`src/rtl/mux_fases.sv`:
```
`default_nettype none
// ============================================================================
//  Module   : mux_fases
//  Purpose  : Phase-slotted N-to-1 register multiplexer. A free-running
//             modulo-PERIOD phase counter picks one edge per instruction
//             period. On that edge the word selected by `control` is latched
//             into a held output register.
//
//  Ports    : clock     - system clock, rising edge
//             reset     - synchronous, active-high, overrides everything
//             stall     - freezes the phase counter and suppresses capture
//             control   - input select, only looked at on capture edges
//             entradas  - NUM_IN packed words, word k = [k*WIDTH +: WIDTH]
//             saida     - captured word, held between captures
//             valido    - one-cycle pulse in the cycle after each capture
//             erro_sel  - sticky: a capture saw control >= NUM_IN
//             fase      - current phase counter value
//
//  Revision : 1.0 - initial release
// ============================================================================
module mux_fases #(
    parameter int WIDTH         = 32,
    parameter int NUM_IN        = 4,
    parameter int SEL_W         = 2,
    parameter int PERIOD        = 10,
    parameter int CAPTURE_PHASE = 4,
    parameter int PHASE_W       = 4
) (
    input  logic                      clock,
    input  logic                      reset,
    input  logic                      stall,
    input  logic [SEL_W-1:0]          control,
    input  logic [NUM_IN*WIDTH-1:0]   entradas,
    output logic [WIDTH-1:0]          saida,
    output logic                      valido,
    output logic                      erro_sel,
    output logic [PHASE_W-1:0]        fase
);

    // One extra bit so the range check also works when NUM_IN == 2**SEL_W.
    localparam logic [SEL_W:0]   c_NUM_IN   = (SEL_W+1)'(NUM_IN);
    localparam logic [PHASE_W-1:0] c_LAST   = PHASE_W'(PERIOD - 1);
    localparam logic [PHASE_W-1:0] c_CAPTURE = PHASE_W'(CAPTURE_PHASE);

    logic [PHASE_W-1:0] r_fase;
    logic [WIDTH-1:0]   r_saida;
    logic               r_valido;
    logic               r_erro;

    logic [PHASE_W-1:0] w_fase_next;
    logic               w_capture;
    logic               w_sel_ok;
    logic [WIDTH-1:0]   w_sel_word;

    // Counter wraps explicitly at PERIOD-1, so it never reaches PERIOD even
    // when PERIOD is not a power of two.
    assign w_fase_next = (r_fase == c_LAST) ? '0 : r_fase + PHASE_W'(1);

    // Capture is keyed on the phase being entered, not the current one; a
    // stalled edge never advances the counter, so a pending capture simply
    // waits for the counter to move again.
    assign w_capture = !stall && (w_fase_next == c_CAPTURE);

    assign w_sel_ok = ({1'b0, control} < c_NUM_IN);

    always_comb begin
        w_sel_word = '0;
        for (int k = 0; k < NUM_IN; k++) begin
            if (control == SEL_W'(k)) begin
                w_sel_word = entradas[k*WIDTH +: WIDTH];
            end
        end
    end

    always_ff @(posedge clock) begin
        if (reset) begin
            r_fase   <= '0;
            r_saida  <= '0;
            r_valido <= 1'b0;
            r_erro   <= 1'b0;
        end else if (stall) begin
            r_valido <= 1'b0;
        end else begin
            r_fase   <= w_fase_next;
            r_valido <= w_capture;
            if (w_capture) begin
                // Out-of-range select still produces a strobe but keeps the
                // previous word and flags the error until the next reset.
                if (w_sel_ok) begin
                    r_saida <= w_sel_word;
                end else begin
                    r_erro  <= 1'b1;
                end
            end
        end
    end

    assign saida    = r_saida;
    assign valido   = r_valido;
    assign erro_sel = r_erro;
    assign fase     = r_fase;

endmodule
`default_nettype wire
```
`config.mk`:
```
export PLATFORM = sky130hd
export DESIGN_NAME = mux_fases
export DESIGN_NICKNAME = d
export VERILOG_FILES = /design/src/rtl/mux_fases.sv
export SDC_FILE = /design/constraint.sdc
export NUM_CORES = 1
export LEC_CHECK = 0
export CAP_MARGIN = 10
export CORE_ASPECT_RATIO = 0.75
export CORE_MARGIN = 3
export CORE_UTILIZATION = 30
export CTS_BUF_LIST = sky130_fd_sc_hd__clkbuf_8
export DETAILED_ROUTE_END_ITERATION = 16
export PLACE_DENSITY = 0.79
export SYNTH_ARGS = -nofsm -noshare
export SYNTH_HDL_FRONTEND = slang
export SYNTH_SLANG_ARGS = --single-unit
```
`constraint.sdc`:
```
create_clock -name clock -period 1.5 [get_ports clock]
set_input_delay 0.375 -clock clock [delete_from_list [all_inputs] [get_ports clock]]
set_output_delay 0.375 -clock clock [all_outputs]
set_load 0.03 [all_outputs]
```
==> out/qor.yml, run 1 <==
routing:
  ant_nets: 0
  finalWirelength_mm: 7.07
  drc: 0
  avgViaCountPerCell: 5.01
  vias: 1978
  firstDrtPassIters: 4
  initialDrtViolationCount: 39
  avgRoutedWirePerCell_um: 17.9
global_routing:
  antenna_found_initial: 0
  grt_pass1_vias: 2208
  grt_first_pass_wirelength_mm: 10.9
  grt_max_degree: 18
  grt.overflow.total: 0
  grt.total_usage: 0.182
synth:
  ys_ff_latch: 37
  synthCells: 133
  syn_nets: 266
  synth-seq-area-share: 0.368
  syn_area_mm2: 0.00201
  yosys_warnings: 0
  syn_area_per_cell_um2: 15.1
  synth.distinct_cells: 24
finish:
  instances_no_fill: 395
  syn2layout_area_growth_pct: 95.9
  layout-drive-gt1-share: 0.213
  fin_util: 0.614
  final_nets: 446
  num_antenna_cells: 0
  design_area_mm2: 0.00394
die:
  io_pins: 171
  die_x_um: 101
  rows: 25
  die-area_mm2: 0.00773
  start_util: 0.314
  core_mm2: 0.00641
  die_h_um: 76.9
place:
  numPortBuffers: 169
  hpwl_mm: 5.42
  dp_cells: 379
  gp_congestion: 0.729
  placedInstanceArea_mm2: 0.00380
outcome:
  status: "completed"
worst_setup_path:
  arrival_ns: 1.63
  criticalPathCategory: "in -> reg"
  worst-path-max-fanout: 8
  cp-end-kind: "flip-flop"
  cp.required_ns: 1.68
  start_kind: "primary input"
clock_network:
  clkTransAtPathRegs_ns: 0.06
  cts_root_buffer: "clkbuf_8"
  cts_tree: "done"
  cts_sinks: 37
  cts_buffer_depth: 2
  htreeDepth: 2
  clkLatencyLatePin_ns: 0.29
  cts_made_buffers: 5
timing:
  slew_viol_final: 0
  fmax_ghz: 0.687
  finClkSkew_ns: 0.00474
  period_share: 0.970
  hold_ws_ns: 0.473
  layout_min_cycle_time_ns: 1.45
  setup_viol: 0
  final_hold_viol_count: 0
  rsz0062_at_grt: "false"
job:
  maxCapViolCount: 0
pwr:
  leakagePower_nw: 1.66
  peakVddDrop_v: 0.000296
  power_density_mw_per_mm2: 591
worst_hold_path:
  min_path_type: "reg -> reg"
-- cells in the mapped netlist --
cell type  instances  area [um2]
mux4_2            31         698
buf_4              1        7.51
mux4_1             1        26.3
o31ai_1            1        7.51
o31a_4             1        17.5
buf_6              7        78.8
conb_1             1        3.75
mux2_2             1        11.3
a22o_1            32         280
o211ai_1           1        7.51
xnor2_1            1        8.76
xor2_1             1        8.76
inv_1              2        7.51
dfxtp_1           37         741
nor4_4             1        21.3
buf_1              2        7.51
nand3b_4           1        20.0
a211o_1            1        8.76
nor2_1             2        7.51
buf_2              4        20.0
nand2b_1           1        6.26
a21oi_1            1        5.00
nor2b_1            1        6.26
nand2_1            1        3.75
-- routing by layer --
| metal | track usage | wire length, um |
|---|---|---|
| met1 | 0.215 | 2760 |
| met2 | 0.313 | 3420 |
| met3 | 0.0591 | 762 |
| met4 | 0.0565 | 131 |
| met5 | 0 | 0 |
-- state kept, by name, indices dropped and copies added (netlist names) --
register / count
valido: 1
saida: 32
fase: 4
-- stage by stage --
step | power (W) | worst slack (ns) | setup TNS (ns)
floorplan | 0.00131 | 0.0751 | 0
global placement | 0.00170 | -0.308 | -10.08
detailed placement | 0.00171 | -0.339 | -10.75
CTS | 0.00235 | 0.00329 | 0
global route | 0.00244 | 0.000207 | 0
finish | 0.00233 | 0.0452 | 0
-- path summary, 6_finish.rpt --
check	to	startpoint	cells after the start	slack [ns]
max	saida[18]	stall	5	0.05
max reg2reg	saida[18]	fase[1]	4	0.07
min	saida[13]	saida[13]	1	0.47
min reg2reg	saida[13]	saida[13]	1	0.47
-- cell usage in the layout, fill, tap and decap left out, drive strengths merged --
master / Yosys / routed
o211ai: 1 / 1
inv: 2 / 5
xor2: 1 / 1
conb: 1 / 1
nand3b: 1 / 1
clkdlybuf4s50: 0 / 128
dfxtp: 37 / 37
a21oi: 1 / 1
nor2b: 1 / 1
clkdlybuf4s15: 0 / 2
buf: 14 / 20
o31ai: 1 / 1
dlymetal6s2s: 0 / 2
nor4: 1 / 1
nand2: 1 / 1
a211o: 1 / 1
a22o: 32 / 32
nor2: 2 / 2
nand2b: 1 / 1
o31a: 1 / 3
mux2: 1 / 1
dlygate4sd2: 0 / 32
xnor2: 1 / 1
mux4: 32 / 32
clkbuf: 0 / 6
-- kinds of logic (layout without fill, tap and decap cells) --
| group | count (synthesis) | in the layout | synth area share |
|---|---|---|---|
| AO/OA/AOI/OAI | 37 | 39 | 0.162 |
| XOR/XNOR | 2 | 2 | 0.00871 |
| buffers and inverters | 16 | 195 | 0.0604 |
| flip-flops | 37 | 37 | 0.368 |
| multiplexers | 33 | 33 | 0.366 |
| other | 1 | 1 | 0.00187 |
| AND/OR/NAND/NOR | 7 | 7 | 0.0324 |
-- area by class of cell --
cell class,instances,area (um2)
Inverter,2,7.51
Clock buffer,5,68.8
Multi-Input combinational cell,82,1180
Fill cell,507,2470
Clock inverter,3,11.3
Timing Repair Buffer,185,1830
Tap cell,81,101
Sequential cell,37,746
-- where the power goes --
part	leakage (nW)	switching [W]	internal [W]	total, W
registers	0.300	0.0000142	0.000997	0.00101
clock network	0.0519	0.000329	0.000309	0.000638
logic	1.31	0.000190	0.000488	0.000678
total	1.66	0.000533	0.00179	0.00233
-- worst max-delay path: stages --
cell and delay [ns]:
dlygate4sd2_1 0.26, nand3b_4 0.16, buf_4 0.16, o31a_2 0.43, a22o_1 0.25
-- repair_timing --
item                                    4_1_cts  5_1_grt
cloned                                        4        1
pin swaps                                     3        1
endpoints found under the setup margin       65       34
buffers inserted                              2        2
hold endpoints to repair                      0        0
hold buffers                                  0        0
resized for setup                            37       12
Power figures use the tool's default switching activity.
==> run 2: changes to the inputs <==
- CTS_CLUSTER_SIZE: not set -> 8
- PLACE_DENSITY: 0.79 -> 0.87
==> run 2 against run 1 <==
  * Register-to-register slack improved by 0.03 ns
  * Clock power up 6.6%
  * Critical path depth fell by 4
  * Worst setup slack better by 0.027 ns
  * Global-route usage about the same
  * Core utilization is 0.29 points lower
  * Final area fell by 0.48%
  * Critical path type is now reg -> out
  * Critical endpoint is now saida[4]
==> out/qor.yml, run 2 (same netlist as run 1, synthesis figures left out) <==
timing:
  slew_viol_final: 0
  hold_ws_ns: 0.475
  finClkSkew_ns: 0.00414
  period_share: 0.952
  layout_min_cycle_time_ns: 1.43
  final_hold_viol_count: 0
  setup_viol: 0
  rsz0062_at_grt: "false"
  fmax_ghz: 0.700
clock_network:
  postCtsSetupRepairBufs: 0
  cts_root_buffer: "clkbuf_8"
  cts_tree: "done"
  cts_sinks: 37
  cts_made_buffers: 5
  cts_hold_buf: 0
  cts_buffer_depth: 2
  htreeDepth: 2
  clkLatencyLatePin_ns: 0.28
  clkTransAtPathRegs_ns: 0.07
worst_setup_path:
  r2r_slack_ns: 0.10
  path_buf_inv: 1
  critPathMaxStageDelay_ns: 0.43
  crit_family: "buffers and inverters"
  arrival_ns: 1.05
  worst-path-max-fanout: 2
  cp.required_ns: 1.12
  start_kind: "flip-flop"
  cp-end-kind: "primary output"
  path_cells: "dlygate4sd2_1"
  criticalPathCategory: "reg -> out"
  reg2reg_depth: 4
  r2r_end: "saida[16]"
  crit_slowest_cell: "dlygate4sd2_1"
  r2r_start: "fase[1]"
routing:
  ant_nets: 0
  avgRoutedWirePerCell_um: 18.1
  finalWirelength_mm: 7.09
  vias: 1985
  avgViaCountPerCell: 5.06
  drc: 0
  firstDrtPassIters: 4
  initialDrtViolationCount: 23
worst_hold_path:
  min_path_type: "reg -> reg"
  hold_start: "saida[25]"
  holdPathStages: 1
  hold_path_end: "saida[25]"
finish:
  final_cell_mix: "129 x clkdlybuf4s50_1, 36 x dlygate4sd2_1, 33 x dfxtp_1"
  largest_reg_flops: 32
  instances_no_fill: 392
  layout-drive-gt1-share: 0.206
  mostFrequentLayoutCell: "clkdlybuf4s50_1"
  syn2layout_area_growth_pct: 95.0
  fin_util: 0.611
  fill_cells: 510
  final_nets: 444
  num_antenna_cells: 0
job:
  maxCapViolCount: 0
global_routing:
  antenna_found_initial: 0
  grt.overflow.total: 0
  grt.total_usage: 0.183
  grt_max_degree: 23
  grt_first_pass_wirelength_mm: 10.9
  grt_pass1_vias: 2149
pwr:
  p_total_w: 0.00239
  leakagePower_nw: 1.65
  internal-power_w: 0.00185
  swShare: 0.224
  p_seq_frac: 0.421
  power.switching_w: 0.000534
  peakVddDrop_v: 0.000262
  power_density_mw_per_mm2: 609
  comb_power_share: 0.294
  p_clk_frac: 0.285
place:
  gp_congestion: 0.761
  numPortBuffers: 169
  hpwl_mm: 5.47
  dp_cells: 382
die:
  core_mm2: 0.00641
  start_util: 0.314
  io_pins: 171
  die_h_um: 76.9
  die_x_um: 101
  die-area_mm2: 0.00773
  rows: 25
outcome:
  status: "completed"
run 2: layer usage:
layer	vias up	routed length [um]	GRT usage
met4	0	57	0.0390
met2	103	3730	0.338
met5	-	0	0
met1	952	2540	0.198
met3	7	767	0.0655
li1	923	-	-
run 2: worst max path at each step:
stage | end | slack [ns] | cells past startpoint | startpoint
finish | saida[4] | 0.07 | 1 | saida[4]
global route | saida[12] | 0.02 | 6 | fase[1]
CTS | fase[3] | 0.008 | 1 | fase[3]
detailed placement | saida[2] | -0.38 | 4 | stall
global placement | saida[24] | -0.30 | 4 | stall
floorplan | saida[12] | 0.08 | 4 | control[0]
run 2: area by class of cell:
class                   count  area, um2  area share
repair buffers            183       1800       0.460
clock buffers               6       82.6      0.0211
clock inverters             1       3.75    0.000958
flip-flops and latches     37        746       0.190
inverters                   2       7.51     0.00192
well taps                  81        101      0.0259
multi-input cells          82       1180       0.300
run 2: metrics by stage:
step | worst slack [ns] | setup TNS, ns | area, um2
6_report | 0.0717 | 0 | 3920
5_1_grt | 0.0188 | 0 | 3920
4_1_cts | 0.00805 | 0 | 3880
3_5_place_dp | -0.384 | -12.25 | 3820
3_3_place_gp | -0.299 | -9.83 | 3820
2_1_floorplan | 0.0751 | 0 | 2010
run 2: timing repair:
action | CTS | global route
cloned | 2 | 1
gates resized for setup | 37 | 4
pin swaps | 1 | 0
endpoints found under the setup margin | 67 | 22
run 2: power by group through the flow:
stage	Combinational (W)	Clock, W	Sequential [W]
2_1_floorplan	0.000249	0	0.00106
3_3_place_gp	0.000684	0	0.00103
3_5_place_dp	0.000699	0	0.00103
4_1_cts	0.000702	0.000707	0.00100
5_1_grt	0.000749	0.000755	0.00101
6_report	0.000703	0.000680	0.00100
